--- config.mk ---
export PLATFORM = sky130hd
export DESIGN_NAME = calc1_port_seq_flat
export DESIGN_NICKNAME = d
export VERILOG_FILES = /design/src/rtl/calc1_port_seq_if.sv /design/src/rtl/calc1_port_seq.sv /design/src/flat_wrapper.sv
export SDC_FILE = /design/constraint.sdc
export NUM_CORES = 1
export LEC_CHECK = 0
export CAP_MARGIN = 20
export CORE_UTILIZATION = 25
export DETAILED_ROUTE_END_ITERATION = 16
export DONT_BUFFER_PORTS = 1
export PLACE_DENSITY = 0.48
export SYNTH_ARGS = -nofsm -noshare
export SYNTH_HDL_FRONTEND = slang
export SYNTH_SLANG_ARGS = --single-unit
export TNS_END_PERCENT = 5
--- constraint.sdc ---
create_clock -name c_clk -period 2 [get_ports c_clk]
set_clock_uncertainty 0.15 [all_clocks]
set_input_delay 0.2 -clock c_clk [delete_from_list [all_inputs] [get_ports c_clk]]
set_output_delay 0.2 -clock c_clk [all_outputs]
set_load 0.05 [all_outputs]
--- src/rtl/calc1_port_seq_if.sv ---
// Request/response and calc1-facing signals of the calc1 port sequencer.
// master: the sequencer itself; slave: the upstream/downstream/calc1 side.
interface calc1_port_seq_if;
    logic        req_valid;
    logic        req_ready;
    logic [0:3]  req_cmd;
    logic [0:31] req_op1;
    logic [0:31] req_op2;
    logic [0:3]  cmd_out;
    logic [0:31] data_out;
    logic [0:1]  resp_in;
    logic [0:31] data_in;
    logic        rsp_valid;
    logic        rsp_ready;
    logic [0:1]  rsp_resp;
    logic [0:31] rsp_data;

    modport master (
        input  req_valid, req_cmd, req_op1, req_op2, resp_in, data_in, rsp_ready,
        output req_ready, cmd_out, data_out, rsp_valid, rsp_resp, rsp_data
    );

    modport slave (
        output req_valid, req_cmd, req_op1, req_op2, resp_in, data_in, rsp_ready,
        input  req_ready, cmd_out, data_out, rsp_valid, rsp_resp, rsp_data
    );
endinterface

--- src/rtl/calc1_port_seq.sv ---
// Sequences one request through a calc1 port (cmd+op1, op2, wait) and holds the result.
// Optional macro CALC1_SEQ_CMD_CHECK_EN: reject commands outside {1,2,5,6} locally.
module calc1_port_seq #(
    parameter int unsigned TIMEOUT = 64
) (
    input  logic             c_clk,
    input  logic             reset,
    calc1_port_seq_if.master bus
);
    typedef enum logic [2:0] {
        IDLE      = 3'd0,
        SEND_OP1  = 3'd1,
        SEND_OP2  = 3'd2,
        WAIT_RESP = 3'd3,
        HOLD      = 3'd4
    } state_e;

    // Timeout fires on the WAIT_RESP cycle where the count would reach TIMEOUT.
    localparam logic [7:0] CNT_LAST = 8'(TIMEOUT - 1);

    state_e      state_q, state_d;
    logic [0:3]  cmd_q, cmd_d;
    logic [0:31] op1_q, op1_d;
    logic [0:31] op2_q, op2_d;
    logic [7:0]  cnt_q, cnt_d;
    logic [0:1]  resp_q, resp_d;
    logic [0:31] data_q, data_d;

    logic        req_ready_c;
    logic        rsp_valid_c;
    logic [0:3]  cmd_out_c;
    logic [0:31] data_out_c;
    logic        cmd_ok;

`ifdef CALC1_SEQ_CMD_CHECK_EN
    assign cmd_ok = (bus.req_cmd == 4'd1) || (bus.req_cmd == 4'd2) ||
                    (bus.req_cmd == 4'd5) || (bus.req_cmd == 4'd6);
`else
    assign cmd_ok = 1'b1;
`endif

    always_ff @(posedge c_clk) begin
        if (reset) begin
            state_q <= IDLE;
            cmd_q   <= '0;
            op1_q   <= '0;
            op2_q   <= '0;
            cnt_q   <= '0;
            resp_q  <= '0;
            data_q  <= '0;
        end else begin
            state_q <= state_d;
            cmd_q   <= cmd_d;
            op1_q   <= op1_d;
            op2_q   <= op2_d;
            cnt_q   <= cnt_d;
            resp_q  <= resp_d;
            data_q  <= data_d;
        end
    end

    always_comb begin
        state_d     = state_q;
        cmd_d       = cmd_q;
        op1_d       = op1_q;
        op2_d       = op2_q;
        cnt_d       = cnt_q;
        resp_d      = resp_q;
        data_d      = data_q;
        req_ready_c = 1'b0;
        rsp_valid_c = 1'b0;
        cmd_out_c   = '0;
        data_out_c  = '0;

        case (state_q)
            IDLE: begin
                // Reset is synchronous, so keep ready low while it is held.
                req_ready_c = !reset;
                if (bus.req_valid && req_ready_c) begin
                    cmd_d = bus.req_cmd;
                    op1_d = bus.req_op1;
                    op2_d = bus.req_op2;
                    if (cmd_ok) begin
                        state_d = SEND_OP1;
                    end else begin
                        resp_d  = 2'd2;
                        data_d  = '0;
                        state_d = HOLD;
                    end
                end
            end
            SEND_OP1: begin
                cmd_out_c  = cmd_q;
                data_out_c = op1_q;
                state_d    = SEND_OP2;
            end
            SEND_OP2: begin
                data_out_c = op2_q;
                cnt_d      = '0;
                state_d    = WAIT_RESP;
            end
            WAIT_RESP: begin
                // A real response beats a timeout landing on the same cycle.
                if (bus.resp_in != 2'd0) begin
                    resp_d  = bus.resp_in;
                    data_d  = bus.data_in;
                    state_d = HOLD;
                end else if (cnt_q == CNT_LAST) begin
                    cnt_d   = cnt_q + 8'd1;
                    resp_d  = 2'd3;
                    data_d  = '0;
                    state_d = HOLD;
                end else begin
                    cnt_d = cnt_q + 8'd1;
                end
            end
            HOLD: begin
                rsp_valid_c = 1'b1;
                if (bus.rsp_ready) state_d = IDLE;
            end
            default: state_d = IDLE;
        endcase
    end

    assign bus.req_ready = req_ready_c;
    assign bus.rsp_valid = rsp_valid_c;
    assign bus.cmd_out   = cmd_out_c;
    assign bus.data_out  = data_out_c;
    assign bus.rsp_resp  = resp_q;
    assign bus.rsp_data  = data_q;
endmodule

--- src/flat_wrapper.sv ---
// flat-port wrapper written by rule: the top's interface ports become plain ports
module calc1_port_seq_flat 
#(
    parameter int unsigned TIMEOUT = 64
)
  (c_clk, reset, bus_req_valid, bus_req_cmd, bus_req_op1, bus_req_op2, bus_resp_in, bus_data_in, bus_rsp_ready, bus_req_ready, bus_cmd_out, bus_data_out, bus_rsp_valid, bus_rsp_resp, bus_rsp_data);
  calc1_port_seq_if bus_i ();
  input  logic c_clk;
  input  logic reset;
  input wire logic [$bits(bus_i.req_valid)-1:0] bus_req_valid;
  input wire logic [$bits(bus_i.req_cmd)-1:0] bus_req_cmd;
  input wire logic [$bits(bus_i.req_op1)-1:0] bus_req_op1;
  input wire logic [$bits(bus_i.req_op2)-1:0] bus_req_op2;
  input wire logic [$bits(bus_i.resp_in)-1:0] bus_resp_in;
  input wire logic [$bits(bus_i.data_in)-1:0] bus_data_in;
  input wire logic [$bits(bus_i.rsp_ready)-1:0] bus_rsp_ready;
  output wire logic [$bits(bus_i.req_ready)-1:0] bus_req_ready;
  output wire logic [$bits(bus_i.cmd_out)-1:0] bus_cmd_out;
  output wire logic [$bits(bus_i.data_out)-1:0] bus_data_out;
  output wire logic [$bits(bus_i.rsp_valid)-1:0] bus_rsp_valid;
  output wire logic [$bits(bus_i.rsp_resp)-1:0] bus_rsp_resp;
  output wire logic [$bits(bus_i.rsp_data)-1:0] bus_rsp_data;
  assign bus_i.req_valid = bus_req_valid;
  assign bus_i.req_cmd = bus_req_cmd;
  assign bus_i.req_op1 = bus_req_op1;
  assign bus_i.req_op2 = bus_req_op2;
  assign bus_i.resp_in = bus_resp_in;
  assign bus_i.data_in = bus_data_in;
  assign bus_i.rsp_ready = bus_rsp_ready;
  assign bus_req_ready = bus_i.req_ready;
  assign bus_cmd_out = bus_i.cmd_out;
  assign bus_data_out = bus_i.data_out;
  assign bus_rsp_valid = bus_i.rsp_valid;
  assign bus_rsp_resp = bus_i.rsp_resp;
  assign bus_rsp_data = bus_i.rsp_data;
  calc1_port_seq #(.TIMEOUT(TIMEOUT)) u_core (.c_clk(c_clk), .reset(reset), .bus(bus_i));
endmodule
---- Yosys cells after proc, flatten, opt, wreduce, memory -nomap -nowiden ----
Index checks and enable logic that the tools add are counted.
operators by class
  $add $sub $neg .......................... 1
  eq/ne operators ......................... 9
  mux-type cells .......................... 15
  reduce and logical (&&, ||, !) cells .... 10
operators with widths
  kind                   number
  $mux W32               2
  $pmux W32 S2           1
  $pmux W8 S2            1
  $pmux W3 S5            1
  $mux W3                4
  $add A8 B1 Y8 const B  1
  $eq A8 B6 Y1 const B   1
  $mux W8                1
  $eq A3 B2 Y1 const B   2
  $reduce_and A2 Y1      3
  $reduce_bool A2 Y1     3
  $mux W2                2
  $mux W4                1
  $ne A2 B2 Y1 const B   2
  $eq A3 B1 Y1 const B   1
  $eq A3 B3 Y1 const B   1
  $logic_not A3 Y1       1
  $ne A3 B1 Y1 const B   1
  $reduce_and A3 Y1      1
  $mux W1                2
  $ne A2 B1 Y1 const B   1
  $logic_and A1 B1 Y1    1
  $logic_not A1 Y1       1
word-level totals
  register bits ........................... 113
  input port bits ......................... 106
  output and inout port bits .............. 72
  logic and storage cells ................. 42

---- Depth between registers and ports, before layout ----
Gate-level depths: netlist of run 1.
  depth in word-level cells ............... 4
  mapped depth ............................ 8
  gate-level depth less buffers ........... 5

---- Least setup slack after synthesis of run 1 ----
OpenSTA, ideal clock, no wires.
  path kind ............................... reg-to-reg
  from .................................... reg u_core.state_q[2]
  to ...................................... reg u_core.op1_q[10] (netlist bit)
  setup time .............................. 112 ps
  arrival ................................. 1826 ps
  required time ........................... 1738 ps
  setup slack ............................. -89 ps
  stages on the path, launching flop included .. 8
  buffers on the path ..................... 3
  period minus slack after synthesis ...... 2089 ps
  path through ............................ dfxtp_1 > buf_6 > nor4_4 > nand2_1 > buf_2 > buf_2 > nand3b_1 > nand2_1
between the ends
  word-level cells in the longest chain between the ends .. 2
ends and longest elaborated chain
  item                         RTL line              RTL
  start, declared              calc1_port_seq.sv:21  state_e state_q, state_d;
  start signal, assigned       calc1_port_seq.sv:52  state_q <= state_d;
  $logic_not A3 Y1             calc1_port_seq.sv:75  case (state_q)
  $reduce_and A2 Y1 (no line)  n/a
  end signal, assigned         calc1_port_seq.sv:54  op1_q <= op1_d;
  end, declared                calc1_port_seq.sv:23  logic [0:31] op1_q, op1_d;
No other way between the ends.
A chain may end at the register's enable or synchronous reset.

---- Worst setup path after layout of run 1 ----
  from .................................... reg u_core.state_q[1]
  to ...................................... out bus_data_out[0]
between the ends
  word-level cells in the longest chain between the ends .. 2
  elaborated cells on any way between the ends .. 3
  those cells by class .................... eq/ne: 2; mux: 1
ends and longest elaborated chain
  item                                          RTL line              RTL
  $eq A3 B2 Y1 or $eq A3 B1 Y1 (tied branches)  calc1_port_seq.sv:75
  $pmux W32 S2 (*)                              calc1_port_seq.sv:75
  end, declared                                 flat_wrapper.sv:19    output wire logic [$bits(bus_i.data_out)-1:0] bus_data_out;
Every way passes the cells marked *; elsewhere a longest branch is shown, timed or not.

==> results of run 1 <==
==> worst max-delay path, stage by stage, from the launching register on <==
cell and delay, ns:
dfxtp_2 0.32, buf_6 0.13, nor3b_4 0.23, buf_6 0.17
buf_12 0.17, a22o_4 0.17, buf_12 0.13
==> sequential cells by signal, indices dropped and copies added, names as in the netlist <==
register	count
u_core.bus.rsp_resp	2
u_core.cnt_q	8
u_core.op1_q	32
u_core.op2_q	32
u_core.state_q	3
u_core.bus.rsp_data	32
u_core.cmd_q	4
==> cell type report <==
cell class	instances	area, um^2	share of cell area [%]
clock buffers	20	467	6.10
clock inverters	10	87.6	1.15
inverters	1	3.75	0.0491
multi-input cells	341	2380	31.1
flip-flops and latches	113	2270	29.7
well taps	229	287	3.75
repair buffers	171	2150	28.2
==> metrics by stage <==
stage | cells | setup WS (ns) | util, %
finish | 885 | -0.100 | 42.4
CTS | 885 | -0.0952 | 41.7
global placement | 736 | -0.0590 | 30.6
floorplan | 495 | 0.00311 | -
detailed placement | 736 | -0.115 | 30.6
global route | 885 | -0.156 | 42.4
==> cell usage in the layout, fill, tap and decap left out, drive strengths merged, types with 6 or more instances in the layout <==
cell	synthesis	routed
nor2	12	12
xor2	6	6
nand3b	71	71
dfxtp	113	113
buf	28	62
nand2	141	141
and2	7	7
dlygate4sd3	0	109
clkbuf	13	20
clkinv	0	7
a22o	64	64
==> logic make-up (layout without fill, tap and decap cells) <==
family	count (synthesis)	after routing	share of synthesized area (%)
AO/OA/AOI/OAI	76	76	14.0
XOR/XNOR	7	7	1.33
adder cells (fa/ha/maj)	1	1	0.272
buffers and inverters	42	202	5.90
flip-flops	113	113	49.2
multiplexers	1	1	0.218
AND/OR/NAND/NOR	255	256	29.1
==> synth_stat cells <==
| cell type | number |
|---|---|
| nand2_1 | 141 |
| dfxtp_1 | 113 |
| nand3b_1 | 71 |
| a22o_1 | 64 |
| buf_2 | 13 |
| clkbuf_1 | 13 |
| buf_6 | 11 |
| nor2_1 | 11 |
| and2_1 | 7 |
| xor2_1 | 6 |
| buf_4 | 4 |
| nand3_1 | 4 |
| nor3_1 | 4 |
| a21oi_1 | 3 |
| nand4_1 | 3 |
| o21a_1 | 3 |
| o21ai_0 | 3 |
| and4_1 | 2 |
| nor2b_1 | 2 |
| a21oi_2 | 1 |
| a22oi_1 | 1 |
| and3_1 | 1 |
| and3b_1 | 1 |
| ha_1 | 1 |
| inv_1 | 1 |
| mux2i_1 | 1 |
| nand4b_1 | 1 |
| nor2_2 | 1 |
| nor3b_2 | 1 |
| nor3b_4 | 1 |
| nor4_1 | 1 |
| nor4_4 | 1 |
| o41ai_2 | 1 |
| or2_1 | 1 |
| or2_2 | 1 |
| xnor2_1 | 1 |
==> power by group through the flow <==
stage	sequential [uW]	clock, uW	combinational, uW
2_1_floorplan	2550	0	549
3_3_place_gp	2580	0	777
3_5_place_dp	2570	0	794
4_1_cts	2550	2920	1140
5_1_grt	2580	3040	1240
6_report	2560	2820	1160
==> worst min-delay path by stage <==
stage / from / endpoint / slack [ns]
finish: bus_req_valid / u_core.cmd_q[3]$_SDFFE_PP0P_ / 0.08
global route: bus_req_valid / u_core.op1_q[3]$_SDFFE_PP0P_ / 0.07
CTS: bus_req_valid / u_core.cmd_q[3]$_SDFFE_PP0P_ / 0.06
detailed placement: reset / u_core.bus.rsp_resp[0]$_SDFFE_PP0P_ / 0.14
global placement: reset / u_core.state_q[2]$_SDFFE_PP0P_ / 0.14
floorplan: bus_req_cmd[3] / u_core.cmd_q[0]$_SDFFE_PP0P_ / 0.15
==> metal layers <==
layer  vias to the layer above  routed length (um)  track usage [%]  part of all wire (%)
met1                      1937                6240             17.8                    43
met3                         8                1220             6.00                   8.5
met2                       185                6840             24.4                    47
met5                         -                   0                0                     0
met4                         0                 104             5.13                  0.72
li1                       2011                   -                -                     -
==> timing repair <==
item	CTS	global route
buffers inserted	6	0
endpoints found under the setup margin	36	38
pin swaps	34	5
gates cloned	3	0
resized for setup	38	16
endpoints found under the hold margin	113	0
hold buffers	110	0
==> reports/results.txt, run 1 <==
Status = finished, violations left
Failing checks = negative setup slack
Final setup viols = 35
Share of the synthesized area in the top cell type = 49.2%
Synth Area per Inst = 9.29 um^2
Synth Instances = 495
Die Area = 18900 um^2
Sequential fraction of the synthesis area = 49.2%
Yosys top cell by area = dfxtp_1
CP Capture Type = output pin
Fillers = 1657
Clock power share = 43.1%
VDD IR-drop max = 763 uV
Lkg Pwr = 0.00329 uW
RR Endpoint = u_core.bus.rsp_resp[0]$_SDFFE_PP0P_
Total GRT Usage = 15.0%
CP Max Fanout = 13
Final Max Slew Viols = 0
Area delta synth->final = 66.2%
DR pass1 iterations = 5
Min-Delay Path Class = in -> reg
Vias in the first global route = 4038
Final worst path period share = 105%
CTS sink cnt = 113
Area contributors post-synth = dfxtp_1 (49%), a22o_1 (12%), nand3b_1 (12%)
DRC viols = 0
Synthesis Warnings = 0
# rows = 49
Post-route cell area = 7640 um^2
Crit path kind = reg -> out
# IOs = 178
CTS root buf = clkbuf_16
H-tree Lvls = 4
Flop pwr share = 39.1%
Int Power = 4780 uW
Setup TNS Final = -1.71 ns
Design Power = 6550 uW
Crit path required time = 1.65 ns
Sw Pwr = 1770 uW
Synth Net Count = 602
Post-Route WL = 14400 um
Layout cell share with drive strength beyond 1 = 21.5%
Worst setup endpoint = bus_data_out[0]
Worst-Margin Slew = 0.599 ns
Reg2reg path depth = 6
Antenna Violating Nets Remaining = 0
Vias per cell = 4.68
GRT Residual Overflow = 0
Crit. Startpoint = u_core.state_q[1]$_SDFFE_PP0P_
Wire per inst = 16.3 um
Comb pwr share = 17.7%
Initial Util = 25.5%
Max-Cap Viols = 0
CTS tree = built
Via count = 4141
CTS buffer count = 17
Clock transition at path regs = 0.05 ns
Synth cell types = 36
First-pass GRT wire length = 21200 um
Pwr Density = 856 nW/um^2
Sw Ratio = 27.0%
Placed inst area = 5510 um^2
Fmax = 0.476 GHz
Clock Tree Buf Depth = 2
Cell Area, Synth = 4600 um^2
Slew headroom = 59.6%
Fin crit period = 2.10 ns
Kind of launch point of the worst setup path = flip-flop
Worst Slack Setup Final = -0.100 ns
ANT cells = 0
Final Hold Viols = 0
RR Startpoint = u_core.state_q[2]$_SDFFE_PP0P_
Unrepaired setup endpoints after global routing = yes
Core ar. = 18000 um^2
Antenna violations before repair = 0
Skew-Pair Late Insertion Delay = 0.40 ns
Hold Slack = 0.0819 ns
Largest net degree at the start of global routing = 76
Final nets = 752
Die height = 138 um
# port buffers = 0
Yosys reg bits = 113
Arr. time, crit path = 1.75 ns
GPL Wtd Cong = 0.772
DR iter-0 viols = 140
Detail Placement HPWL = 8140 um
Worst hold stages = 4
R2R setup slack = 0.01 ns
Die Width = 138 um
Power figures use the tool's default switching activity.
==> run 2: changes to the inputs <==
- CELL_PAD_IN_SITES_DETAIL_PLACEMENT: default -> 1
- CELL_PAD_IN_SITES_GLOBAL_PLACEMENT: default -> 1
- PLACE_DENSITY: 0.48 -> 0.58
==> reports/results.txt, run 2 (synthesis gave the netlist of run 1 again) <==
Area delta synth->final = 66.6%
Antenna violations before repair = 0 (unchanged)
Most frequent cells in the layout = nand2_1 (140), dfxtp_1 (110), dlygate4sd3_1 (105), nand3b_1 (71), buf_12 (40)
Status = finished, violations left
Fmax = 0.464 GHz (-2.6%)
Sequential cell area = 2270 um^2 (-0.17%)
Setup TNS Final = -4.32 ns (-2.61 ns)
Unrepaired setup endpoints after global routing = yes
Final setup viols = 36 (+2.9%)
Crit path kind = reg -> out
Final Max Slew Viols = 0 (unchanged)
Die Width = 138 um (unchanged)
Design Power = 6590 uW (+0.75%)
Largest net degree at the start of global routing = 76 (unchanged)
DR pass1 iterations = 4 (-1)
Clock transition at path regs = 0.05 ns (about the same)
Final Hold Viols = 0 (unchanged)
GRT Residual Overflow = 0 (unchanged)
GPL Wtd Cong = 0.707 (-8.5%)
DRC viols = 0 (unchanged)
Core ar. = 18000 um^2 (unchanged)
Post-Route WL = 15600 um (+8.4%)
Placed inst area = 5540 um^2 (+0.50%)
Max-Cap Viols = 0 (unchanged)
Vias in the first global route = 4579 (+13%)
Clock Tree Buf Depth = 2 (unchanged)
Most common cell after layout, fill and taps aside = nand2_1
Fillers = 1931 (+17%)
CP Max Fanout = 6 (-7)
Antenna Violating Nets Remaining = 0 (unchanged)
Initial Util = 25.5% (unchanged)
Worst Slack Setup Final = -0.157 ns (-0.0568 ns)
Arr. time, crit path = 1.81 ns (+0.06 ns)
CTS buffer count = 17 (unchanged)
Crit path required time = 1.65 ns (about the same)
Final nets = 754 (+0.27%)
H-tree Lvls = 4 (unchanged)
# rows = 49 (unchanged)
Min-Delay Path Class = in -> reg
Failing checks = negative setup slack
Skew-Pair Late Insertion Delay = 0.41 ns (about the same)
Die height = 138 um (unchanged)
Total GRT Usage = 16.8% (+1.8 points)
# IOs = 178 (unchanged)
DR iter-0 viols = 121 (-14%)
Lkg Pwr = 0.00331 uW (+0.69%)
CTS tree = built
Multi-input gate area = 2360 um^2 (-0.68%)
R2R setup slack = 0.10 ns (+0.09 ns)
CP Capture Type = output pin
Kind of launch point of the worst setup path = flip-flop
Slew headroom = 55.6% (-4.0 points)
VDD IR-drop max = 651 uV (-15%)
Worst-Margin Slew = 0.659 ns (+0.0596 ns)
# port buffers = 0 (unchanged)
First-pass GRT wire length = 23800 um (+12%)
ANT cells = 0 (unchanged)
CTS sink cnt = 113 (unchanged)
Via count = 4188 (+1.1%)
Detail Placement HPWL = 8930 um (+9.7%)
Fin crit period = 2.16 ns (+0.0568 ns)
CTS root buf = clkbuf_16
Vias per cell = 4.71 (+0.68%)
Pwr Density = 860 nW/um^2 (+0.47%)
Post-route cell area = 7670 um^2 (+0.28%)
Layout cell share with drive strength beyond 1 = 22.1% (+0.63 points)
Wire per inst = 17.6 um (+8.0%)
Final worst path period share = 108% (+2.8 points)
Die Area = 18900 um^2 (unchanged)
[run 2: changes by cell type in the layout (fill, tap and decap cells not counted), sizes merged]
cell	delta
clkbuf	+2
clkinvlp	+2
dlygate4sd3	-4
clkinv	-2
nor2b	-1
buf	+7
[run 2: worst paths after layout]
kind	start	cells after the start	to
worst max-delay path	u_core.state_q[1]$_SDFFE_PP0P_	7	bus_data_out[9]
worst max register to register	u_core.state_q[1]$_SDFFE_PP0P_	7	u_core.op1_q[29]$_SDFFE_PP0P_
worst min-delay path	bus_req_valid	3	u_core.state_q[0]$_SDFFE_PP0P_
worst min register to register	u_core.cmd_q[0]$_SDFFE_PP0P_	2	u_core.cmd_q[0]$_SDFFE_PP0P_
[run 2: cell type report]
type / instances / area share (%)
flip-flops and latches: 113 / 29.6
inverters: 1 / 0.0490
repair buffers: 174 / 28.5
multi-input cells: 340 / 30.8
well taps: 229 / 3.74
clock inverters: 10 / 1.11
clock buffers: 22 / 6.19
[run 2: per-layer routing]
metal / track usage [%] / vias to the layer above / routed length, um
met3: 5.19 / 15 / 1080
met5: 0 / - / 0
li1: - / 2018 / -
met2: 29.6 / 155 / 7830
met4: 6.04 / 0 / 191
met1: 18.9 / 2000 / 6530
[run 2: timing repair]
action,in CTS,in global routing
pin swaps,35,6
cloned,3,0
hold buffers,105,1
setup buffers,8,1
hold endpoints to repair,113,4
endpoints found under the setup margin,68,37
gates resized for setup,36,13
[run 2: per-stage QoR]
step	utilization [%]	std cells	worst slack [ns]	hold slack (ns)
final	42.5	889	-0.157	0.0315
after global routing	42.5	889	-0.231	0.0338
after CTS	41.7	886	-0.159	0.0218
after detailed placement	30.7	738	-0.0735	0.140
after global placement	30.7	738	0.114	0.139
after floorplan	-	495	0.00311	0.149
[run 2: where the power goes]
part	switching (uW)	leakage, uW	total, uW	internal, uW
Clock	1060	0.000268	2850	1790
Sequential	147	0.000924	2550	2400
Combinational	585	0.00212	1190	604
[run 2: critical path, stage by stage, from the launching register on]
cell	delay [ns]
dfxtp_2	0.35
buf_6	0.12
nor2b_4	0.15
nor2b_4	0.18
buf_6	0.15
buf_16	0.13
a22o_1	0.17
buf_12	0.15
==> run 3: changes to the inputs <==
- SKIP_LAST_GASP: default -> 1
==> reports/results.txt, run 3 (synthesis gave the netlist of run 1 again) <==
Crit path kind = reg -> out
Lkg Pwr = 0.00335 uW (+1.2%)
DR top layer = met4
Arr. time, crit path = 1.80 ns (about the same)
Area delta synth->final = 68.3%
Hold wc startpoint = bus_req_valid
Largest net degree at the start of global routing = 76 (unchanged)
Min-Delay Path Class = in -> reg
Final nets = 759 (+0.66%)
CTS root buf = clkbuf_16
Hold Crit Endpoint = u_core.op1_q[2]$_SDFFE_PP0P_
Via count = 4284 (+2.3%)
Wire per inst = 18.2 um (+3.6%)
RR Endpoint = u_core.op2_q[21]$_SDFFE_PP0P_
Most common cell after layout, fill and taps aside = nand2_1
Antenna violations before repair = 0 (unchanged)
WL met3 = 1210 um (+12%)
R2R setup slack = -0.04 ns (-0.14 ns)
H-tree Lvls = 4 (unchanged)
Status = finished, violations left
Clock transition at path regs = 0.05 ns (about the same)
Max-Cap Viols = 0 (unchanged)
VDD IR-drop max = 655 uV (+0.74%)
Initial Util = 25.5% (unchanged)
DR iter-0 viols = 146 (+21%)
CTS buffer count = 17 (unchanged)
Worst hold stages = 4 (+1)
Fin crit period = 2.15 ns (-0.00415 ns)
Detail Placement HPWL = 8930 um (unchanged)
CTS sink cnt = 113 (unchanged)
# IOs = 178 (unchanged)
Fmax = 0.465 GHz (+0.19%)
Routed length on met1 = 6650 um (+1.8%)
ANT cells = 0 (unchanged)
Clock Tree Buf Depth = 2 (unchanged)
Total GRT Usage = 16.9% (+0.13 points)
CP Capture Type = output pin
Setup TNS Final = -4.39 ns (-0.0730 ns)
# port buffers = 0 (unchanged)
DR pass1 iterations = 4 (unchanged)
Post-Route WL = 16300 um (+4.2%)
Unrepaired setup endpoints after global routing = yes
Inst Count DP = 738 (unchanged)
Die height = 138 um (unchanged)
Kind of launch point of the worst setup path = flip-flop
CP Max Fanout = 6 (unchanged)
Pwr Density = 859 nW/um^2 (-0.18%)
DRC viols = 0 (unchanged)
Post-route cell area = 7740 um^2 (+1.0%)
Worst-Margin Slew = 0.662 ns (+0.00303 ns)
First-pass GRT wire length = 23900 um (+0.43%)
GRT Residual Overflow = 0 (unchanged)
Final worst path period share = 108% (-0.21 points)
Design Power = 6650 uW (+0.85%)
Most frequent cells in the layout = nand2_1 (140), dfxtp_1 (111), dlygate4sd3_1 (105), nand3b_1 (71), buf_12 (40)
Die Area = 18900 um^2 (unchanged)
Core ar. = 18000 um^2 (unchanged)
Core Util, Final = 43.0% (+0.44 points)
Final Max Slew Viols = 0 (unchanged)
CTS tree = built
Layout Cells excl Fill = 894 (+0.56%)
Vias in the first global route = 4555 (-0.52%)
Worst Slack Setup Final = -0.153 ns (+0.00415 ns)
RR Startpoint = u_core.state_q[1]$_SDFFE_PP0P_
# rows = 49 (unchanged)
Skew-Pair Late Insertion Delay = 0.41 ns (about the same)
Final setup viols = 40 (+11%)
Antenna Violating Nets Remaining = 0 (unchanged)
Layout cell share with drive strength beyond 1 = 22.6% (+0.44 points)
Vias per cell = 4.79 (+1.7%)
Placed inst area = 5540 um^2 (unchanged)
Die Width = 138 um (unchanged)
GPL Wtd Cong = 0.707 (unchanged)
Failing checks = negative setup slack
DR WL met2 = 8220 um (+5.0%)
Final Hold Viols = 0 (unchanged)
Reg2reg path depth = 8 (+1)
Slew headroom = 55.4% (-0.20 points)
Crit path required time = 1.65 ns (about the same)
[run 3: cell count changes in the layout (fill, tap and decap cells not counted)]
cell	previous run	this run
buf_6	5	7
clkbuf_16	17	19
buf_4	19	20
dfxtp_1	110	111
dfxtp_2	3	2
[run 3: worst max path at each step]
| stage | start | end | slack, ns |
|---|---|---|---|
| after floorplan | u_core.state_q[1]$_SDFFE_PP0P_ | u_core.op1_q[1]$_SDFFE_PP0P_ | 0.003 |
| after detailed placement | u_core.state_q[2]$_SDFFE_PP0P_ | u_core.bus.rsp_data[20]$_SDFFE_PP0P_ | -0.07 |
| after global placement | u_core.state_q[2]$_SDFFE_PP0P_ | u_core.bus.rsp_data[31]$_SDFFE_PP0P_ | 0.11 |
| final | u_core.state_q[1]$_SDFFE_PP0P_ | bus_data_out[9] | -0.15 |
| after global routing | u_core.state_q[1]$_SDFFE_PP0P_ | bus_data_out[9] | -0.22 |
| after CTS | u_core.state_q[0]$_SDFFE_PP0P_ | bus_data_out[9] | -0.18 |
[run 3: final cells by class]
class / instances / area, um^2
fillers: 1932 / 10300
multi-input cells: 340 / 2360
repair buffers: 179 / 2270
flip-flops and latches: 113 / 2260
clock buffers: 22 / 474
well taps: 229 / 287
clock inverters: 10 / 85.1
inverters: 1 / 3.75
[run 3: metrics by stage]
step                hold slack [ns]  setup slack, ns
floorplan                     0.149          0.00311
global placement              0.139            0.114
detailed placement            0.140          -0.0735
CTS                          0.0253           -0.184
global route                 0.0441           -0.224
finish                       0.0479           -0.153
[run 3: timing repair]
item                       CTS  global route
gates cloned                 3             2
pin swaps                    4             4
resized for setup           24            26
hold endpoints to repair   113             5
setup endpoints to repair   68            37
buffers inserted             8             4
hold buffers               105             1
[run 3: power by group]
part / internal, uW / switching (uW) / total (uW)
registers: 2400 / 149 / 2550
clock network: 1790 / 1060 / 2860
logic: 639 / 603 / 1240
total: 4830 / 1820 / 6650
[run 3: per-layer routing]
| layer | up-vias | GRT usage (%) |
|---|---|---|
| li1 | 2034 | - |
| met1 | 2070 | 18.8 |
| met2 | 165 | 30.0 |
| met3 | 15 | 5.45 |
| met4 | 0 | 6.04 |
| met5 | - | 0 |
[run 3: worst max-delay path, stage by stage, from the launching register on]
cell and delay, ns:
dfxtp_2 0.34, buf_6 0.11, nor2b_4 0.14, nor2b_4 0.18, buf_6 0.15, buf_16 0.13, a22o_1 0.18, buf_12 0.15
